**src/rtl/mem_unit_pkg.sv**
```systemverilog
// Shared definitions for the memory unit: FSM states, access/command
// encodings and the layout of one request-queue entry.
package mem_unit_pkg;

   localparam int ADDR_W = 16;
   localparam int DATA_W = 16;
   localparam int BYTE_W = 8;
   localparam int WIDTH_W = 1;
   localparam int CMD_W = 1;
   localparam int TAG_W = 1;

   localparam logic [WIDTH_W-1:0] W_BYTE = 1'b0;
   localparam logic [WIDTH_W-1:0] W_WORD = 1'b1;
   localparam logic [CMD_W-1:0] CMD_RD = 1'b0;
   localparam logic [CMD_W-1:0] CMD_WR = 1'b1;

   typedef enum logic [1:0] {
      ST_IDLE,
      ST_LO,
      ST_HI,
      ST_RESP
   } state_t;

   typedef struct packed {
      logic [ADDR_W-1:0] addr;
      logic [DATA_W-1:0] data;
      logic [WIDTH_W-1:0] width;
      logic [CMD_W-1:0] cmd;
      logic [TAG_W-1:0] tag;
   } rq_entry_t;

   // The high byte of a word lives at the next address, wrapping at 64K.
   function automatic logic [ADDR_W-1:0] next_byte_addr(input logic [ADDR_W-1:0] a);
      return a + 1'b1;
   endfunction

endpackage

```
**src/rtl/mem_unit_if.sv**
```systemverilog
// Signal bundle between the core (request/response side), the memory unit
// and the external byte-wide bus.
interface mem_unit_if;
   import mem_unit_pkg::*;

   logic [ADDR_W-1:0] mem_rq_addr;
   logic [DATA_W-1:0] mem_rq_data;
   logic mem_rq_prepare_addr;
   logic mem_rq_start;
   logic [WIDTH_W-1:0] mem_rq_width;
   logic [CMD_W-1:0] mem_rq_cmd;
   logic [TAG_W-1:0] mem_t_id;

   logic [DATA_W-1:0] mem_data_in;
   logic mem_data_wr;
   logic [TAG_W-1:0] mem_data_t_wr;
   logic mem_busy;
   logic rq_overflow;

   logic [ADDR_W-1:0] bus_addr;
   logic [BYTE_W-1:0] bus_dout;
   logic [BYTE_W-1:0] bus_din;
   logic bus_req;
   logic bus_we;
   logic bus_ack;

   // The master side is the core plus the external bus agent.
   modport master (
      output mem_rq_addr, mem_rq_data, mem_rq_prepare_addr, mem_rq_start,
             mem_rq_width, mem_rq_cmd, mem_t_id, bus_din, bus_ack,
      input  mem_data_in, mem_data_wr, mem_data_t_wr, mem_busy, rq_overflow,
             bus_addr, bus_dout, bus_req, bus_we
   );

   modport slave (
      input  mem_rq_addr, mem_rq_data, mem_rq_prepare_addr, mem_rq_start,
             mem_rq_width, mem_rq_cmd, mem_t_id, bus_din, bus_ack,
      output mem_data_in, mem_data_wr, mem_data_t_wr, mem_busy, rq_overflow,
             bus_addr, bus_dout, bus_req, bus_we
   );

endinterface

```
**src/rtl/mem_rq_fifo.sv**
```systemverilog
// Request queue: QDEPTH entries (power of two, >= 2) with wrapping
// read/write pointers and an occupancy count.
module mem_rq_fifo
   import mem_unit_pkg::*;
#(
   parameter int QDEPTH = 2
)
(
   input  logic clk,
   input  logic a_rst,
   input  logic push,
   input  rq_entry_t push_entry,
   input  logic pop,
   output rq_entry_t head,
   output logic full,
   output logic empty
);

   localparam int PW = $clog2(QDEPTH);
   localparam int CW = $clog2(QDEPTH + 1);
   localparam logic [CW-1:0] FULL_CNT = CW'(QDEPTH);

   rq_entry_t slots [QDEPTH];
   logic [PW-1:0] wr_ptr;
   logic [PW-1:0] rd_ptr;
   logic [CW-1:0] count;
   logic do_push;
   logic do_pop;

   // A push into a full queue is ignored here; the top reports the drop.
   assign do_push = push && !full;
   assign do_pop = pop && !empty;
   assign full = (count == FULL_CNT);
   assign empty = (count == '0);
   assign head = slots[rd_ptr];

   always_ff @(posedge clk) begin
      if (!a_rst) begin
         wr_ptr <= '0;
         rd_ptr <= '0;
         count <= '0;
      end else begin
         if (do_push) begin
            wr_ptr <= wr_ptr + 1'b1;
         end
         if (do_pop) begin
            rd_ptr <= rd_ptr + 1'b1;
         end
         if (do_push && !do_pop) begin
            count <= count + 1'b1;
         end else if (do_pop && !do_push) begin
            count <= count - 1'b1;
         end
      end
   end

   always_ff @(posedge clk) begin
      if (do_push) begin
         slots[wr_ptr] <= push_entry;
      end
   end

endmodule

```
**src/rtl/mem_unit.sv**
```systemverilog
// Memory unit: queues core load/store requests and runs each one as one or
// two byte cycles on the external bus, returning tagged read results.
module mem_unit
   import mem_unit_pkg::*;
#(
   parameter int QDEPTH = 2
)
(
   input  logic clk,
   input  logic a_rst,
   mem_unit_if.slave mif
);

   state_t state;
   state_t state_next;

   logic [ADDR_W-1:0] mar;
   rq_entry_t rq_new;
   rq_entry_t head;
   logic q_full;
   logic q_empty;
   logic q_pop;
   logic q_push;

   logic [ADDR_W-1:0] act_addr;
   logic [DATA_W-1:0] act_data;
   logic [WIDTH_W-1:0] act_width;
   logic [CMD_W-1:0] act_cmd;
   logic [TAG_W-1:0] act_tag;
   logic [BYTE_W-1:0] rd_lo;
   logic [BYTE_W-1:0] rd_hi;
   logic [DATA_W-1:0] resp_data;

   logic [DATA_W-1:0] data_in_q;
   logic data_wr_q;
   logic [TAG_W-1:0] data_t_wr_q;
   logic overflow_q;

   logic bus_req_c;
   logic bus_we_c;
   logic [ADDR_W-1:0] bus_addr_c;
   logic [BYTE_W-1:0] bus_dout_c;

   // A same-cycle prepare bypasses MAR so the new address is used directly.
   always_comb begin
      rq_new = '0;
      rq_new.addr = mif.mem_rq_prepare_addr ? mif.mem_rq_addr : mar;
      rq_new.data = mif.mem_rq_data;
      rq_new.width = mif.mem_rq_width;
      rq_new.cmd = mif.mem_rq_cmd;
      rq_new.tag = mif.mem_t_id;
   end

   assign q_push = mif.mem_rq_start;

   mem_rq_fifo #(
      .QDEPTH (QDEPTH)
   ) u_fifo (
      .clk (clk),
      .a_rst (a_rst),
      .push (q_push),
      .push_entry (rq_new),
      .pop (q_pop),
      .head (head),
      .full (q_full),
      .empty (q_empty)
   );

   always_ff @(posedge clk) begin
      if (!a_rst) begin
         mar <= '0;
      end else if (mif.mem_rq_prepare_addr) begin
         mar <= mif.mem_rq_addr;
      end
   end

   always_ff @(posedge clk) begin
      if (!a_rst) begin
         state <= ST_IDLE;
      end else begin
         state <= state_next;
      end
   end

   always_comb begin
      state_next = state;
      q_pop = 1'b0;
      bus_req_c = 1'b0;
      bus_we_c = 1'b0;
      bus_addr_c = '0;
      bus_dout_c = '0;
      case (state)
         ST_IDLE: begin
            if (!q_empty) begin
               q_pop = 1'b1;
               state_next = ST_LO;
            end
         end
         ST_LO: begin
            bus_req_c = 1'b1;
            bus_we_c = act_cmd;
            bus_addr_c = act_addr;
            bus_dout_c = act_data[BYTE_W-1:0];
            if (mif.bus_ack) begin
               if (act_width == W_WORD) begin
                  state_next = ST_HI;
               end else if (act_cmd == CMD_RD) begin
                  state_next = ST_RESP;
               end else begin
                  state_next = ST_IDLE;
               end
            end
         end
         ST_HI: begin
            bus_req_c = 1'b1;
            bus_we_c = act_cmd;
            bus_addr_c = next_byte_addr(act_addr);
            bus_dout_c = act_data[DATA_W-1:BYTE_W];
            if (mif.bus_ack) begin
               state_next = (act_cmd == CMD_RD) ? ST_RESP : ST_IDLE;
            end
         end
         ST_RESP: begin
            state_next = ST_IDLE;
         end
         default: begin
            state_next = ST_IDLE;
         end
      endcase
   end

   // Active request registers; read bytes are captured on every ack.
   always_ff @(posedge clk) begin
      if (!a_rst) begin
         act_addr <= '0;
         act_data <= '0;
         act_width <= '0;
         act_cmd <= '0;
         act_tag <= '0;
         rd_lo <= '0;
         rd_hi <= '0;
      end else begin
         if (q_pop) begin
            act_addr <= head.addr;
            act_data <= head.data;
            act_width <= head.width;
            act_cmd <= head.cmd;
            act_tag <= head.tag;
            rd_lo <= '0;
            rd_hi <= '0;
         end
         if (state == ST_LO && mif.bus_ack) begin
            rd_lo <= mif.bus_din;
         end
         if (state == ST_HI && mif.bus_ack) begin
            rd_hi <= mif.bus_din;
         end
      end
   end

   assign resp_data = (act_width == W_WORD) ? {rd_hi, rd_lo} : {{BYTE_W{1'b0}}, rd_lo};

   // Response and overflow outputs are registered, so the strobe trails RESP by one edge.
   always_ff @(posedge clk) begin
      if (!a_rst) begin
         data_in_q <= '0;
         data_wr_q <= 1'b0;
         data_t_wr_q <= '0;
         overflow_q <= 1'b0;
      end else begin
         overflow_q <= mif.mem_rq_start && q_full;
         data_wr_q <= (state == ST_RESP);
         if (state == ST_RESP) begin
            data_in_q <= resp_data;
            data_t_wr_q <= act_tag;
         end
      end
   end

   assign mif.mem_data_in = data_in_q;
   assign mif.mem_data_wr = data_wr_q;
   assign mif.mem_data_t_wr = data_t_wr_q;
   assign mif.rq_overflow = overflow_q;
   assign mif.mem_busy = q_full;
   assign mif.bus_req = bus_req_c;
   assign mif.bus_we = bus_we_c;
   assign mif.bus_addr = bus_addr_c;
   assign mif.bus_dout = bus_dout_c;

endmodule

```
**src/flat_wrapper.sv**
```systemverilog
// flat-port wrapper written by rule: the top's interface ports become plain ports
module mem_unit_flat import mem_unit_pkg::*;
#(
   parameter int QDEPTH = 2
)
  (clk, a_rst, mif_mem_rq_addr, mif_mem_rq_data, mif_mem_rq_prepare_addr, mif_mem_rq_start, mif_mem_rq_width, mif_mem_rq_cmd, mif_mem_t_id, mif_bus_din, mif_bus_ack, mif_mem_data_in, mif_mem_data_wr, mif_mem_data_t_wr, mif_mem_busy, mif_rq_overflow, mif_bus_addr, mif_bus_dout, mif_bus_req, mif_bus_we);
  mem_unit_if mif_i ();
  input  logic clk;
  input  logic a_rst;
  input wire logic [$bits(mif_i.mem_rq_addr)-1:0] mif_mem_rq_addr;
  input wire logic [$bits(mif_i.mem_rq_data)-1:0] mif_mem_rq_data;
  input wire logic [$bits(mif_i.mem_rq_prepare_addr)-1:0] mif_mem_rq_prepare_addr;
  input wire logic [$bits(mif_i.mem_rq_start)-1:0] mif_mem_rq_start;
  input wire logic [$bits(mif_i.mem_rq_width)-1:0] mif_mem_rq_width;
  input wire logic [$bits(mif_i.mem_rq_cmd)-1:0] mif_mem_rq_cmd;
  input wire logic [$bits(mif_i.mem_t_id)-1:0] mif_mem_t_id;
  input wire logic [$bits(mif_i.bus_din)-1:0] mif_bus_din;
  input wire logic [$bits(mif_i.bus_ack)-1:0] mif_bus_ack;
  output wire logic [$bits(mif_i.mem_data_in)-1:0] mif_mem_data_in;
  output wire logic [$bits(mif_i.mem_data_wr)-1:0] mif_mem_data_wr;
  output wire logic [$bits(mif_i.mem_data_t_wr)-1:0] mif_mem_data_t_wr;
  output wire logic [$bits(mif_i.mem_busy)-1:0] mif_mem_busy;
  output wire logic [$bits(mif_i.rq_overflow)-1:0] mif_rq_overflow;
  output wire logic [$bits(mif_i.bus_addr)-1:0] mif_bus_addr;
  output wire logic [$bits(mif_i.bus_dout)-1:0] mif_bus_dout;
  output wire logic [$bits(mif_i.bus_req)-1:0] mif_bus_req;
  output wire logic [$bits(mif_i.bus_we)-1:0] mif_bus_we;
  assign mif_i.mem_rq_addr = mif_mem_rq_addr;
  assign mif_i.mem_rq_data = mif_mem_rq_data;
  assign mif_i.mem_rq_prepare_addr = mif_mem_rq_prepare_addr;
  assign mif_i.mem_rq_start = mif_mem_rq_start;
  assign mif_i.mem_rq_width = mif_mem_rq_width;
  assign mif_i.mem_rq_cmd = mif_mem_rq_cmd;
  assign mif_i.mem_t_id = mif_mem_t_id;
  assign mif_i.bus_din = mif_bus_din;
  assign mif_i.bus_ack = mif_bus_ack;
  assign mif_mem_data_in = mif_i.mem_data_in;
  assign mif_mem_data_wr = mif_i.mem_data_wr;
  assign mif_mem_data_t_wr = mif_i.mem_data_t_wr;
  assign mif_mem_busy = mif_i.mem_busy;
  assign mif_rq_overflow = mif_i.rq_overflow;
  assign mif_bus_addr = mif_i.bus_addr;
  assign mif_bus_dout = mif_i.bus_dout;
  assign mif_bus_req = mif_i.bus_req;
  assign mif_bus_we = mif_i.bus_we;
  mem_unit #(.QDEPTH(QDEPTH)) u_core (.clk(clk), .a_rst(a_rst), .mif(mif_i));
endmodule
```
**config.mk**
```make
export PLATFORM = sky130hd
export DESIGN_NAME = mem_unit_flat
export DESIGN_NICKNAME = d
export VERILOG_FILES = /design/src/rtl/mem_unit_pkg.sv /design/src/rtl/mem_unit_if.sv /design/src/rtl/mem_rq_fifo.sv /design/src/rtl/mem_unit.sv /design/src/flat_wrapper.sv
export SDC_FILE = /design/constraint.sdc
export NUM_CORES = 1
export LEC_CHECK = 0
export ABC_CLOCK_PERIOD_IN_PS = 2550
export BUFFER_PORTS_ARGS = -buffer_cell sky130_fd_sc_hd__buf_2
export CAP_MARGIN = 5
export CELL_PAD_IN_SITES_DETAIL_PLACEMENT = 1
export CELL_PAD_IN_SITES_GLOBAL_PLACEMENT = 2
export CORE_UTILIZATION = 34
export DETAILED_ROUTE_END_ITERATION = 6
export GPL_TIMING_DRIVEN = 1
export MAX_ROUTING_LAYER = met4
export PLACE_DENSITY = 0.74
export RECOVER_POWER = 50
export SKIP_LAST_GASP = 1
export SLEW_MARGIN = 25
export SYNTH_ARGS = -nofsm -noshare
export SYNTH_HDL_FRONTEND = slang
export SYNTH_SLANG_ARGS = --single-unit
```
**constraint.sdc**
```tcl
create_clock -name clk -period 2.55 [get_ports clk]
set_input_delay 0.255 -clock clk [delete_from_list [all_inputs] [get_ports clk]]
set_output_delay 0.255 -clock clk [all_outputs]
set_load 0.01 [all_outputs]
```
# Word level (Yosys, flattened, before mapping)
# Memory sizes are Yosys's and may differ from the RTL's. A register that Yosys moved wholly into a read port is not among the register bits.
# Index checks and enable logic that the tools add are counted.
op_classes:
  n_addsub: 5
  mul: 0
  div_mod_pow: 0
  magnitude_cmp: 0
  n_eq_ne: 7
  shifts: 0
  mux: 21
  bitwise: 0
  n_reduce_logical: 19
op_table:
  columns: ["op", "n"]
  rows:
  - ["two-way mux 16 bit", 2]
  - ["case mux 16 bit (2 select lines)", 1]
  - ["two-way mux 8 bit", 3]
  - ["adder 16 x 1 -> 16 bit, second input constant", 1]
  - ["case mux 8 bit (2 select lines)", 1]
  - ["two-way mux 2 bit", 7]
  - ["case mux 2 bit (4 select lines)", 1]
  - ["logical AND 1 bit", 7]
  - ["== test 2 bit, second input constant", 3]
  - ["two-way mux 1 bit", 6]
  - ["!= test 2 bit, second input constant", 3]
  - ["nonzero test 2 bit", 3]
  - ["zero test 1 bit", 5]
  - ["zero test 2 bit", 2]
  - ["AND reduction 3 bit", 1]
  - ["adder 1 bit, second input constant", 2]
  - ["adder 2 x 1 -> 2 bit, second input constant", 1]
  - ["== test 2 x 1 -> 1 bit, second input constant", 1]
  - ["OR reduction 2 bit", 1]
  - ["subtractor 2 x 1 -> 2 bit, second input constant", 1]
totals:
  reg_bits: 57
  latch_bits: 0
  ram_bits: 70
  romBits: 0
  in_bits: 48
  n_memories: 1
mem_list:
  columns: ["name", "depth", "word_bits", "rd", "rd_clocked_by_memory_dff", "wr", "line_no", "source"]
  rows:
  - ["u_core.u_fifo.slots", 2, 35, 1, 1, 1, "mem_rq_fifo.sv:23", "rq_entry_t slots [QDEPTH];"]

# Depth between registers and ports, before layout
logic_depth:
  depth_word: 7
  depth_mapped: 10

# Modules after synthesis
# Synthesis repeated with hierarchy kept, for this count alone.
unflattened:
  hier_cells: 590
  hier_area_um2: 6727.7
modules_own_cells:
  columns: ["module", "n_inst", "cells_each", "area_per_inst_um2", "seq_area_each_um2"]
  rows:
  - ["mem_unit", 1, 456, 3970.1, 1761.7]
  - ["mem_rq_fifo", 1, 134, 2757.6, 2202.1]

# Least setup slack after synthesis
# No wires, ideal clock.
synth_timing:
  path_type: "register -> register"
  startpoint: "reg u_core.u_fifo.count[0]"
  endpoint: "mem u_core.u_fifo.slots[0][0] (netlist bit), enable pin"
  setup_time_ns: 0.427
  arrival_time_ns: 2.094
  required_time_ns: 2.123
  setup_slack_ns: 0.029
  stages_incl_launch_ff: 4
  n_path_buf: 0
  synth_period_minus_slack_ns: 2.521
  cell_sequence: "dfxtp_1 -> nand2b_1 -> nand2_1 -> nor2_1"
synth_via:
  elab_chain_len: 5
synth_lines:
  columns: ["item", "line_no", "source"]
  rows:
  - ["start, declared", "mem_rq_fifo.sv:26", "logic [CW-1:0] count;"]
  - ["start signal, assigned", "mem_rq_fifo.sv:50", "count <= count + 1'b1;"]
  - ["start signal, assigned", "mem_rq_fifo.sv:52", "count <= count - 1'b1;"]
  - ["== test 2 bit", "mem_rq_fifo.sv:33", "assign full = (count == FULL_CNT);"]
  - ["zero test 1 bit", "mem_rq_fifo.sv:31", "assign do_push = push && !full;"]
  - ["logical AND 1 bit", "mem_rq_fifo.sv:31", null]
  - ["two-way mux 1 bit", "mem_rq_fifo.sv:58", "if (do_push) begin"]
  - ["two-way mux 1 bit (not written as such)", "mem_rq_fifo.sv:59", "slots[wr_ptr] <= push_entry;"]
  - ["end, declared", "mem_rq_fifo.sv:23", null]
# Every way passes these cells.

# Worst setup path in the final report
layout_timing:
  startpoint: "reg u_core.state[1]"
  endpoint: "out mif_bus_addr[14]"
layout_via:
  elab_chain_len: 2
layout_lines:
  columns: ["item", "line_no", "source"]
  rows:
  - ["start, declared", "mem_unit.sv:14", "state_t state;"]
  - ["start signal, assigned", "mem_unit.sv:81", "state <= state_next;"]
  - ["== test 2 bit / == test 2 x 1 -> 1 bit (equally long branches)", "mem_unit.sv:92", "case (state)"]
  - ["case mux 16 bit (2 select lines) *", "mem_unit.sv:92", null]
  - ["end, declared", "flat_wrapper.sv:24", "output wire logic [$bits(mif_i.bus_addr)-1:0] mif_bus_addr;"]
# Mark *: on every way between the ends. The rest lies on a longest branch, timed or not.

==> results by group <==
Run status
  – Outcome: finished, final reports clean

Route
  – WL/cell: 16.8 microns
  – DRT antenna net count: 0
  – Total routed wirelength: about 16 mm
  – Drc violations: 0
  – Vias/cell: a little under 5
  – Via count: roughly 4600
  – Initial DRC count: 221
  – Router iterations before antenna repair: 6

Setup path
  – Worst path slowest cell: or4_1
  – FF-to-FF setup slack: approximately 0.53 ns
  – Crit-path max FO: 12
  – Startpoint types: flop
  – CP endpoint kind: output pin
  – Worst Setup SP: u_core.state[1]
  – Cell count of the worst reg-to-reg path: 3
  – Reg-to-reg endpoint: u_core.u_fifo.slots[1][6]
  – CP arrival: around 2.2 ns
  – FF-to-FF Start: u_core.u_fifo.count[0]
  – Kind of critical path: flop to output pin
  – Setup crit end: mif_bus_addr[14]
  – Worst-path cell chain: inv_1, ha_1, nand2_2, or4_1, nand3_1, buf_2
  – Crit path required time: roughly 2.3 ns
  – Slowest stage delay, CP: ~0.56 ns

Floorplan
  – I/O pin count: 94
  – Starting Density: between 30% and 40%
  – Rows: just over 50
  – Die Height: 143 microns
  – Die Wd: 143 microns
  – Die area: between 0.02 and 0.025 sq mm
  – Core area: between 0.015 and 0.02 sq mm

Placed design
  – Routability congestion estimate: about 0.8
  – Port bufs: 93
  – DP Worst Slack: 0.337 ns
  – Dpl cells: 900
  – HPWL after DPL: roughly 11 mm

Timing
  – Fin. Hold Viols: 0
  – Slew Viols, Final: 0
  – Final worst slack: approximately 0.12 ns
  – Final worst path period need: approximately 2.4 ns
  – Slew margin rel.: about an eighth
  – Worst-margin pin slew: around 1.3 ns
  – Final setup fails: 0
  – Max frequency: between 400 and 500 MHz
  – Period utilisation layout: a little over nine tenths
  – RSZ-0062 raised after global routing: true
  – Fin Setup TNS: 0 ns
  – Clock Skews: around 0.009 ns

Worst hold path
  – Worst hold path class: input port to flop
  – HP Start: mif_mem_rq_data[4]

Yosys
  – Unique masters post-synth: 48
  – Yosys top cell by area: edfxtp_1
  – Ys async rst share: 0%
  – Post-Syn Area per Cell: 11.7 sq um
  – Post-Syn Area: about 0.0067 sq mm
  – Post-Syn Instances: ~570
  – Ys Warns: 0
  – Largest cells by area after synthesis: edfxtp_1 31%, dfxtp_1 27%, mux2i_1 6.8%
  – Sequential share of the synthesized area: between 50 and 60%
  – Synth top area share: 31.3%
  – FF+latch count, synth: ~160
  – Ys flop type: dfxtp_1
  – Post-synth EDFFs: 70
  – Synth Net Count: 629

Layout
  – Most common cell after layout, fill and taps aside: dfxtp_1
  – Most frequent cells in the layout: 87 x dfxtp_1, 70 x edfxtp_1, 66 x nand2_1
  – N_diodes: 0
  – Register area: about 0.0040 sq mm
  – Final cell count without fillers: 933
  – Multi-input gate area: 0.00264 sq mm
  – Layout filler cell count: roughly 2100
  – Layout net count: 710
  – Layout area overhead: 20.0%
  – Layout cells sized above 1: around 17%

GRT
  – Largest net degree at the start of global routing: 69
  – Antenna violations before repair: 0
  – Vias in the first global route: between 4000 and 5000
  – First-pass GRT wire length: 25.3 mm
  – Tot GR Track Use: 16.9%
  – GRT overflow: 0

Clock network
  – CTS Buf Count: 17
  – Worst-Skew Late Latency: 0.42 ns
  – CTS H-tree lvls: 4
  – # Post-CTS Setup Buffers: 0
  – CTS sink cnt: approximately 160
  – Clock buffer depth: 2
  – CTS tree: built
  – Clock Pin Slew Worst Setup and Hold Paths: about 0.06 ns
  – CTS Root Buffer Type: clkbuf_16

Power and ir drop
  – Total power: approximately 8.4 mW
  – Worst vdd ir: 0.000495 V
  – P per Cell Area: between 1000 and 1500 mW/mm^2
  – Leak: between 3 and 4 nW

Run
  – Max-Cap Viols: 0
[worst min path at each step]
stage,end,slack [ns],cells past startpoint
3_3_place_gp,u_core.u_fifo.slots[0][16],0.45,1
4_1_cts,u_core.u_fifo.slots[0][8],0.004,1
5_1_grt,u_core.u_fifo.slots[1][13],0.007,1
2_1_floorplan,u_core.u_fifo.slots[0][0],0.35,0
6_report,u_core.u_fifo.slots[1][7],0.02,1
3_5_place_dp,u_core.u_fifo.slots[0][16],0.45,1
[per-layer routing]
layer  vias to the layer above  share of wire, %  track usage (%)
li1                       2235                 -                -
met1                      2260                47             20.7
met2                        70                49             27.6
met3                        14               2.8             3.52
met4                         0               1.1             5.83
met5                         -                 0                -
[flip-flops by register name, summed over array words and instances, names as in the netlist]
register / cells
u_core.mif.rq_overflow: 1
u_core.state: 2
u_core.act_data: 16
u_core.u_fifo.rd_ptr: 1
u_core.u_fifo.slots: 70
u_core.u_fifo.wr_ptr: 1
u_core.mar: 16
u_core.act_tag: 1
u_core.rd_lo: 8
u_core.mif.mem_data_in: 16
u_core.mif.mem_data_wr: 1
u_core.rd_hi: 8
u_core.act_cmd: 1
u_core.act_width: 1
u_core.act_addr: 16
u_core.u_fifo.count: 2
u_core.mif.mem_data_t_wr: 1
[report_power, final]
part           internal [mW]  total (mW)  switching (mW)
logic                  0.930        2.09            1.16
registers               3.30        3.83           0.535
clock network           1.44        2.47            1.03
total                   5.67        8.39            2.72
[logic make-up (layout without fill, tap and decap cells)]
kind of cell,count (synthesis),after routing,synth area share [%]
compound gates,104,104,12.6
xor+xnor,4,4,0.521
fa+ha+maj,7,7,1.30
buf+inv,50,144,3.09
flops,162,162,58.7
mux,63,63,9.69
simple gates,184,184,14.1
[synth_stat cells, types with 2 or more instances]
library cell	number
xnor2_1	3
o311ai_0	2
a21oi_1	4
and4_1	3
nand2_1	68
nand4b_1	2
a22oi_1	9
nand3_1	30
edfxtp_1	70
o211ai_1	2
a41oi_1	2
nor2_1	6
mux2i_1	46
and2_1	27
a31oi_1	3
nor2b_1	22
dfxtp_1	92
o41ai_1	2
clkbuf_1	27
nand2b_1	11
and3_1	7
nand4_1	2
inv_1	7
buf_1	2
nand3_2	2
mux2_2	17
buf_2	12
a21boi_0	29
o211a_1	33
o21ai_0	8
ha_1	7
[per-stage QoR]
stage | instance area, sq um | util [%] | hold slack [ns]
floorplan | 6720 | - | 0.354
global placement | 7480 | 38.5 | 0.445
detailed placement | 7480 | 38.5 | 0.447
CTS | 8050 | 41.5 | 0.00386
global route | 8070 | 41.6 | 0.00716
finish | 8070 | 41.6 | 0.0222
[critical path: cells and delay by family (launching register included)]
family,cells,cell delay [ns]
simple gates,3,0.86
flops,1,0.36
buf+inv,2,0.22
fa+ha+maj,1,0.31
[cell type report]
class                      count  share of cell area, %
clock buffer                  19                   5.37
clock inverter                13                   1.69
timing repair buffer         105                   6.84
sequential                   162                   49.0
multi-input combinational    362                   32.7
tap                          265                   4.11
inverter                       7                  0.326
[what timing repair did]
item                                   4_1_cts  5_1_grt
pin swaps                                    0        1
resized for setup                            4       15
hold buffers                                 0        1
endpoints found under the hold margin        0        2
setup endpoints to repair                    4       10
Note: power is estimated with default switching activity, not from simulation.
